$ cat config.mk
export PLATFORM = sky130hd
export DESIGN_NAME = digital_tube_scan_driver
export DESIGN_NICKNAME = d
export VERILOG_FILES = /design/src/rtl/digital_tube_scan_driver.sv
export SDC_FILE = /design/constraint.sdc
export NUM_CORES = 1
export LEC_CHECK = 0
export CAP_MARGIN = 20
export CORE_UTILIZATION = 45
export CTS_BUF_LIST = sky130_fd_sc_hd__clkbuf_4
export CTS_CLUSTER_DIAMETER = 150
export DETAILED_ROUTE_END_ITERATION = 12
export GPL_TIMING_DRIVEN = 0
export PLACE_DENSITY = 0.8
export SETUP_SLACK_MARGIN = 0.1
export SLEW_MARGIN = 20
export SYNTH_ARGS = -nofsm -noshare
export SYNTH_HDL_FRONTEND = slang
export SYNTH_SLANG_ARGS = --single-unit
$ cat constraint.sdc
create_clock -name clk -period 3.3 [get_ports clk]
set_input_delay 0.495 -clock clk [delete_from_list [all_inputs] [get_ports clk]]
set_output_delay 0.495 -clock clk [all_outputs]
set_load 0.05 [all_outputs]
$ cat src/rtl/digital_tube_scan_driver.sv
// Time-multiplexed driver for a 6-digit common-bus 7-segment module.
// One digit is lit per slot. Each slot opens with a blanking window that
// suppresses ghosting, and the lit part of the slot is PWM-dimmed with a
// 4-bit duty. Every output is registered.
module digital_tube_scan_driver #(
  parameter int SLOT_CYC       = 25000,
  parameter int BLANK_CYC      = 250,
  parameter bit SEL_ACTIVE_LOW = 1'b1
) (
  input  logic       clk,
  input  logic       rst_n,
  input  logic       enable,
  input  logic [3:0] brightness,
  input  logic [6:0] hex0,
  input  logic [6:0] hex1,
  input  logic [6:0] hex2,
  input  logic [6:0] hex3,
  input  logic [6:0] hex4,
  input  logic [6:0] hex5,
  output logic [6:0] seg,
  output logic [5:0] dig_sel,
  output logic       frame_done
);

  localparam int              NUM_DIGITS = 6;
  localparam int              CW         = $clog2(SLOT_CYC);
  localparam logic [CW-1:0]   SLOT_LAST  = CW'(SLOT_CYC - 1);
  localparam logic [CW-1:0]   BLANK_LAST = CW'(BLANK_CYC - 1);
  localparam logic [6:0]      SEG_OFF    = 7'h7F;
  localparam logic [5:0]      SEL_OFF    = SEL_ACTIVE_LOW ? 6'h3F : 6'h00;

  typedef enum logic [1:0] {IDLE, BLANK, ON} state_t;

  state_t          state, state_nxt;
  logic [2:0]      digit, digit_nxt;
  logic [CW-1:0]   slot_cnt, slot_cnt_nxt;
  logic [3:0]      pwm_cnt, pwm_cnt_nxt;
  logic [6:0]      seg_hold;
  logic [6:0]      hex_cur;
  logic [NUM_DIGITS-1:0] digit_hot;
  logic            lit;
  logic            wrap;

  // Segment code of the digit currently being scanned.
  always_comb begin
    case (digit)
      3'd0:    hex_cur = hex0;
      3'd1:    hex_cur = hex1;
      3'd2:    hex_cur = hex2;
      3'd3:    hex_cur = hex3;
      3'd4:    hex_cur = hex4;
      3'd5:    hex_cur = hex5;
      default: hex_cur = SEG_OFF;
    endcase
  end

  // One-hot decode of the digit index, before select-line polarity is applied.
  for (genvar k = 0; k < NUM_DIGITS; k++) begin : g_hot
    assign digit_hot[k] = (digit == 3'(k));
  end

  // Next-state and counter logic. Dropping enable overrides everything and
  // parks the scan in IDLE with every counter cleared. lit and wrap are only
  // raised while enabled, so a disable is already dark in the next cycle and
  // a disable on the wrap cycle suppresses frame_done.
  always_comb begin
    state_nxt    = state;
    digit_nxt    = digit;
    slot_cnt_nxt = slot_cnt;
    pwm_cnt_nxt  = pwm_cnt;
    lit          = 1'b0;
    wrap         = 1'b0;
    if (!enable) begin
      state_nxt    = IDLE;
      digit_nxt    = 3'd0;
      slot_cnt_nxt = '0;
      pwm_cnt_nxt  = 4'd0;
    end else begin
      case (state)
        IDLE: begin
          state_nxt    = BLANK;
          digit_nxt    = 3'd0;
          slot_cnt_nxt = '0;
          pwm_cnt_nxt  = 4'd0;
        end
        BLANK: begin
          slot_cnt_nxt = slot_cnt + 1'b1;
          if (slot_cnt == BLANK_LAST) begin
            state_nxt   = ON;
            pwm_cnt_nxt = 4'd0;
          end
        end
        ON: begin
          lit          = (pwm_cnt < brightness);
          pwm_cnt_nxt  = pwm_cnt + 4'd1;
          slot_cnt_nxt = slot_cnt + 1'b1;
          if (slot_cnt == SLOT_LAST) begin
            wrap         = 1'b1;
            state_nxt    = BLANK;
            slot_cnt_nxt = '0;
            pwm_cnt_nxt  = 4'd0;
            digit_nxt    = (digit == 3'(NUM_DIGITS - 1)) ? 3'd0 : digit + 3'd1;
          end
        end
        default: state_nxt = IDLE;
      endcase
    end
  end

  // Scan state and counters.
  always_ff @(posedge clk or negedge rst_n) begin
    if (!rst_n) begin
      state    <= IDLE;
      digit    <= 3'd0;
      slot_cnt <= '0;
      pwm_cnt  <= 4'd0;
    end else begin
      state    <= state_nxt;
      digit    <= digit_nxt;
      slot_cnt <= slot_cnt_nxt;
      pwm_cnt  <= pwm_cnt_nxt;
    end
  end

  // Latch the digit's code on the first blank cycle so mid-slot input
  // changes never tear the displayed digit.
  always_ff @(posedge clk or negedge rst_n) begin
    if (!rst_n)
      seg_hold <= SEG_OFF;
    else if (enable && state == BLANK && slot_cnt == '0)
      seg_hold <= hex_cur;
  end

  // Registered outputs. seg and dig_sel share one condition so the bus
  // never carries a code while no digit is selected.
  always_ff @(posedge clk or negedge rst_n) begin
    if (!rst_n) begin
      seg        <= SEG_OFF;
      dig_sel    <= SEL_OFF;
      frame_done <= 1'b0;
    end else begin
      seg        <= lit ? seg_hold : SEG_OFF;
      dig_sel    <= lit ? (SEL_ACTIVE_LOW ? ~digit_hot : digit_hot) : SEL_OFF;
      frame_done <= wrap && (digit == 3'(NUM_DIGITS - 1));
    end
  end

endmodule

; ---- Word-level counts from Yosys, hierarchy flattened
; Index checks and enable logic that the tools add are counted.
[word_totals]
ff_bits = 45
input_bits = 49
[op_classes]
n_reduce_logical = 9
n_addsub = 3
n_mux = 23
bitwise_logic = 1
magnitude_cmp = 1
n_eq_ne = 13
[ops]
columns = op, count
row1 = 15-bit case mux with 3 select lines, 1
row2 = 7-bit case mux with 6 select lines, 1
row3 = 15-bit two-way mux, 2
row4 = 15-bit by 1-bit adder with 15-bit output (second input constant), 1
row5 = 15-bit == test (second input constant), 1
row6 = 15-bit by 8-bit == test with 1-bit output (second input constant), 1
row7 = 15-bit logical NOT, 1
row8 = 4-bit two-way mux, 3
row9 = 4-bit case mux with 3 select lines, 1
row10 = 3-bit two-way mux, 3
row11 = 7-bit two-way mux, 1
row12 = 3-bit by 2-bit == test with 1-bit output (second input constant), 2
row13 = 3-bit == test (second input constant), 2
row14 = 2-bit two-way mux, 3
row15 = 6-bit two-way mux, 1
row16 = 3-bit != test (second input constant), 2
row17 = 6-bit NOT, 1
row18 = 2-bit case mux with 3 select lines, 1
row19 = 3-bit case mux with 2 select lines, 1
row20 = 2-bit AND reduction, 3
row21 = 1-bit two-way mux, 5
row22 = 4-bit by 1-bit adder with 4-bit output (second input constant), 1
row23 = 4-bit < comparator, 1
row24 = 4-bit by 1-bit != test with 1-bit output (second input constant), 1
row25 = other kinds (8), 10

; ---- Logic depth before layout (Yosys ltp)
[logic_depth]
depth_word = 5
depth_mapped = 9
ltp_nobuf = 7

; ---- Least setup slack after synthesis
; Ideal clock, no wire load.
[synth_path]
kind = reg2reg
from = register digit[0]
to = register seg_hold[4]
path_buffers = 3
setup_time_ps = 82
path_stages_with_launch = 9
period_less_slack_ps = 1922
arrival_time_ps = 1840
required_time_ps = 3218
setup_slack_ps = 1378
path_cell_list = dfrtp_1 > buf_2 > clkbuf_1 > and2_1 > ha_1 > clkbuf_1 > a222oi_1 > o21ai_0 > mux2_2
[synth_via]
elab_chain_cells = 2
[synth_lines]
columns = element, line_no
row1 = start: declaration, 35  ; logic [2:0] digit, digit_nxt;
row2 = start signal: assignment, 119  ; digit <= digit_nxt;
row3 = 3-bit == test (tied with other cells), 46  ; case (digit)
row4 = 7-bit case mux with 6 select lines *, 46
row5 = end signal: assignment, 131  ; seg_hold <= hex_cur;
row6 = end: declaration, 38  ; logic [6:0] seg_hold;
; Mark *: on every way between the ends. The rest lies on a longest branch, timed or not.
; A chain may end at the register's enable or synchronous reset.

; ---- Final worst setup path
; Same ends and word-level chain as after synthesis.

==> summary.md <==
| Metric | Value |
|---|---|
| Final Cycle Share | `69.80%` |
| Number of max-cap violations | `0` |
| Wire per inst | `around 16 µm` |
| Slew headroom | `63.15%` |
| Vias in the first global route | `2225` |
| CP endpoint kind | `flip-flop` |
| CTS Root Cell | `clkbuf_4` |
| Comb power frac | `33.5%` |
| Initial antenna violation count | `0` |
| Area Growth Syn to Fin | `30.12%` |
| Synth Cell Area | `2638 µm²` |
| Nets@finish | `402` |
| Drt pass-1 iters | `4` |
| Final worst setup slack | `~1.0 ns` |
| Setup Crit Path Kind | `reg2reg` |
| Reg area | `approximately 1200 µm²` |
| Synthesized flop and latch total | `45` |
| Vias per inst | `5.761` |
| Max H-tree Level | `2` |
| Setup Viol. Count Final | `0` |
| DRC | `0` |
| Status | `complete, no violations` |
| Max Fclk | `between 400 and 500 MHz` |
| Minimum clock period | `2.303 ns` |
| # fillers | `472` |
| DIE AREA | `6172 µm²` |
| CP Max Fanout | `10` |
| Initial core utilization | `47.32%` |
| Power, Total | `0.001564 W` |
| Number of post-CTS setup repair buffers | `0` |
| Register area share after synthesis | `a little over two fifths` |
| Yosys warnings | `0` |
| Grt total ovfl | `0` |
| CTS Buf Count | `5` |
| Worst vdd ir | `~310 µV` |
| Vias post-DR | `2385` |
| Mapped Cells | `272` |
| Worst slew pin tran | `0.5527 ns` |
| Register share of total power | `44.5%` |
| Number of synthesized flops with an enable pin | `0` |
| Ant. Diodes | `0` |
| Fraction of layout cells with a size suffix above 1 | `16.08%` |
| CTS tree | `yes` |
| Crit-path cells | `buf_2 > clkbuf_1 > and2_1 > ha_1 > clkbuf_1 > a222oi_1 > o21ai_0 > mux2_2` |
| Fin Clk Skew | `0.01416 ns` |
| Worst slack at placement | `0.7802 ns` |
| Max Slew Vio Count | `0` |
| RSZ-0062 raised after global routing | `false` |
| Clk sinks | `45` |
| Netlist cell types | `60` |
| Pint | `~0.0011 W` |
| DP HPWL | `between 4 and 5 mm` |
| Cell repeated most along the worst path | `clkbuf_1` |
| Drt first-iter violations | `177` |
| DRT Wirelength | `6.521 mm` |
| Core area | `5574 µm²` |
| WP data arrival | `2.61 ns` |
| Gr usage total | `around 22%` |
| Pleak | `1.418 nW` |
| Number of port buffers | `61` |
| Clk buf depth | `2` |
| Ys async rst share | `100.0%` |
| Power per cell area | `455.7 nW/µm²` |
| Startpoint types | `flip-flop` |
| CP peak stage delay | `just under 0.4 ns` |
| Synthesized area per cell | `between 9 and 10 µm²` |
| Die Wd | `78.56 µm` |
| Largest net degree at the start of global routing | `30` |
| Slowest CP cell | `a222oi_1` |
| Resized cells post-CTS | `0` |
| Ports | `63` |
| Main flop type after synthesis | `dfrtp_1` |
| Area of the multi-input gates | `roughly 1400 µm²` |
| CTS Hold Bufs | `0` |
| GP Congestion | `approximately 0.84` |
| Die Y | `78.56 µm` |
| Worst-Skew Late Latency | `about 0.37 ns` |
| Switching pwr | `0.0005128 W` |
| Delay-heaviest family, CP | `buffers and inverters` |
| CP bufs+invs | `3` |
| Antenna Nets Post-Route | `0` |
| FP Rows | `27` |
| Clock power frac | `22.0%` |
| Fin. Hold Viols | `0` |
| Clock transition at the registers of the reported paths | `approximately 0.13 ns` |
| First-pass GRT wire length | `10.29 mm` |
| Synth Net Count | `around 330` |
| Worst Path Required | `3.61 ns` |
| HP Class | `in2async` |
| Post-Route Setup TNS | `0 ns` |
| Switching share of power | `32.79%` |
==> state kept, by name, summed over array words and instances, names as in the netlist <==
register,count
state,2
slot_cnt,15
frame_done,1
seg_hold,7
digit,3
pwm_cnt,4
dig_sel,6
seg,7
==> cells in the final DEF, fill, tap and decap left out, types with 4 or more instances in the layout <==
cell type / n
a21o_1: 4
a21oi_1: 12
a221oi_1: 5
a31oi_1: 5
and2_1: 7
buf_2: 8
clkbuf_1: 6
clkbuf_4: 6
clkdlybuf4s50_1: 60
dfrtp_1: 25
dfstp_2: 20
ha_1: 12
inv_1: 14
mux2_2: 4
mux2i_1: 4
nand2_1: 30
nand2b_1: 9
nand3_1: 13
nand4_1: 4
nor2_1: 9
nor3_1: 5
nor4_1: 4
o21ai_0: 13
o21ai_1: 5
==> synthesized netlist by cell type, types with 3 or more instances <==
| library cell | count | area share, % |
|---|---|---|
| nand2_1 | 30 | 4.3 |
| dfrtp_1 | 25 | 24 |
| dfstp_2 | 20 | 20 |
| inv_1 | 14 | 2.0 |
| nand3_1 | 13 | 2.5 |
| o21ai_0 | 13 | 2.5 |
| a21oi_1 | 12 | 2.3 |
| ha_1 | 12 | 5.7 |
| nand2b_1 | 9 | 2.1 |
| nor2_1 | 9 | 1.3 |
| and2_1 | 7 | 1.7 |
| buf_2 | 7 | 1.3 |
| clkbuf_1 | 6 | 0.85 |
| a221oi_1 | 5 | 1.7 |
| a31oi_1 | 5 | 1.2 |
| nor3_1 | 5 | 0.95 |
| o21ai_1 | 5 | 0.95 |
| a21o_1 | 4 | 1.1 |
| mux2_2 | 4 | 1.7 |
| mux2i_1 | 4 | 1.5 |
| nand4_1 | 4 | 0.95 |
| nor4_1 | 4 | 0.95 |
| a22o_1 | 3 | 1.0 |
| o211ai_1 | 3 | 0.85 |
| o22ai_1 | 3 | 0.71 |
==> logic make-up after synthesis <==
group,Yosys count,synth area share [%]
DFF,45,43.64
adders and majority gates,12,5.692
AOI/OAI and AO/OA,82,22.68
and+or+nand+nor,96,19.73
muxes,8,3.226
buffers and inverters,29,5.028
==> power by group through the flow <==
stage,clock (W),sequential [W],combinational [W]
CTS,0.000353,0.000696,0.000523
finish,0.000345,0.000696,0.000523
floorplan,0,0.000739,0.000315
detailed placement,0,0.000707,0.000521
global placement,0,0.000703,0.000504
global route,0.000384,0.000705,0.000575
==> final cells by class <==
type                       count  area share [%]
clock inverter                 2          0.9843
sequential                    45           33.54
inverter                      14           1.531
tap                           72           2.625
clock buffer                   6           1.312
buffer                        15           2.333
timing repair buffer          62           18.23
multi-input combinational    198           39.45
==> final timing paths <==
kind / startpoint / to / slack [ns] / cells after the start
worst max-delay path: digit[0] / seg_hold[4] / 1.0 / 8
worst min-delay path: rst_n / pwm_cnt[1] / 0.04 / 1
worst max register to register: digit[0] / seg_hold[4] / 1.0 / 8
worst min register to register: seg_hold[3] / seg_hold[3] / 0.47 / 2
max in group asynchronous: rst_n / seg_hold[4] / 2.69 / 2
min in group clk: seg_hold[3] / seg_hold[3] / 0.47 / 2
==> layer usage <==
metal	routed length [µm]	GRT usage [%]
met5	0	0
met2	3169	35.13
met3	350	5.581
met1	2881	27.71
met4	120	7.037
==> stage by stage <==
step                      util, %  cell area (µm²)  hold WS, ns  std cells
after detailed placement    60.16             3353       0.4515        406
after global placement      59.89             3338       0.4483        405
after floorplan                 -             2638       0.1994        272
final                       61.57             3432      0.04151        414
after CTS                   61.57             3432      0.04459        414
after global routing        61.57             3432      0.04500        414
Power figures use the tool's default switching activity.
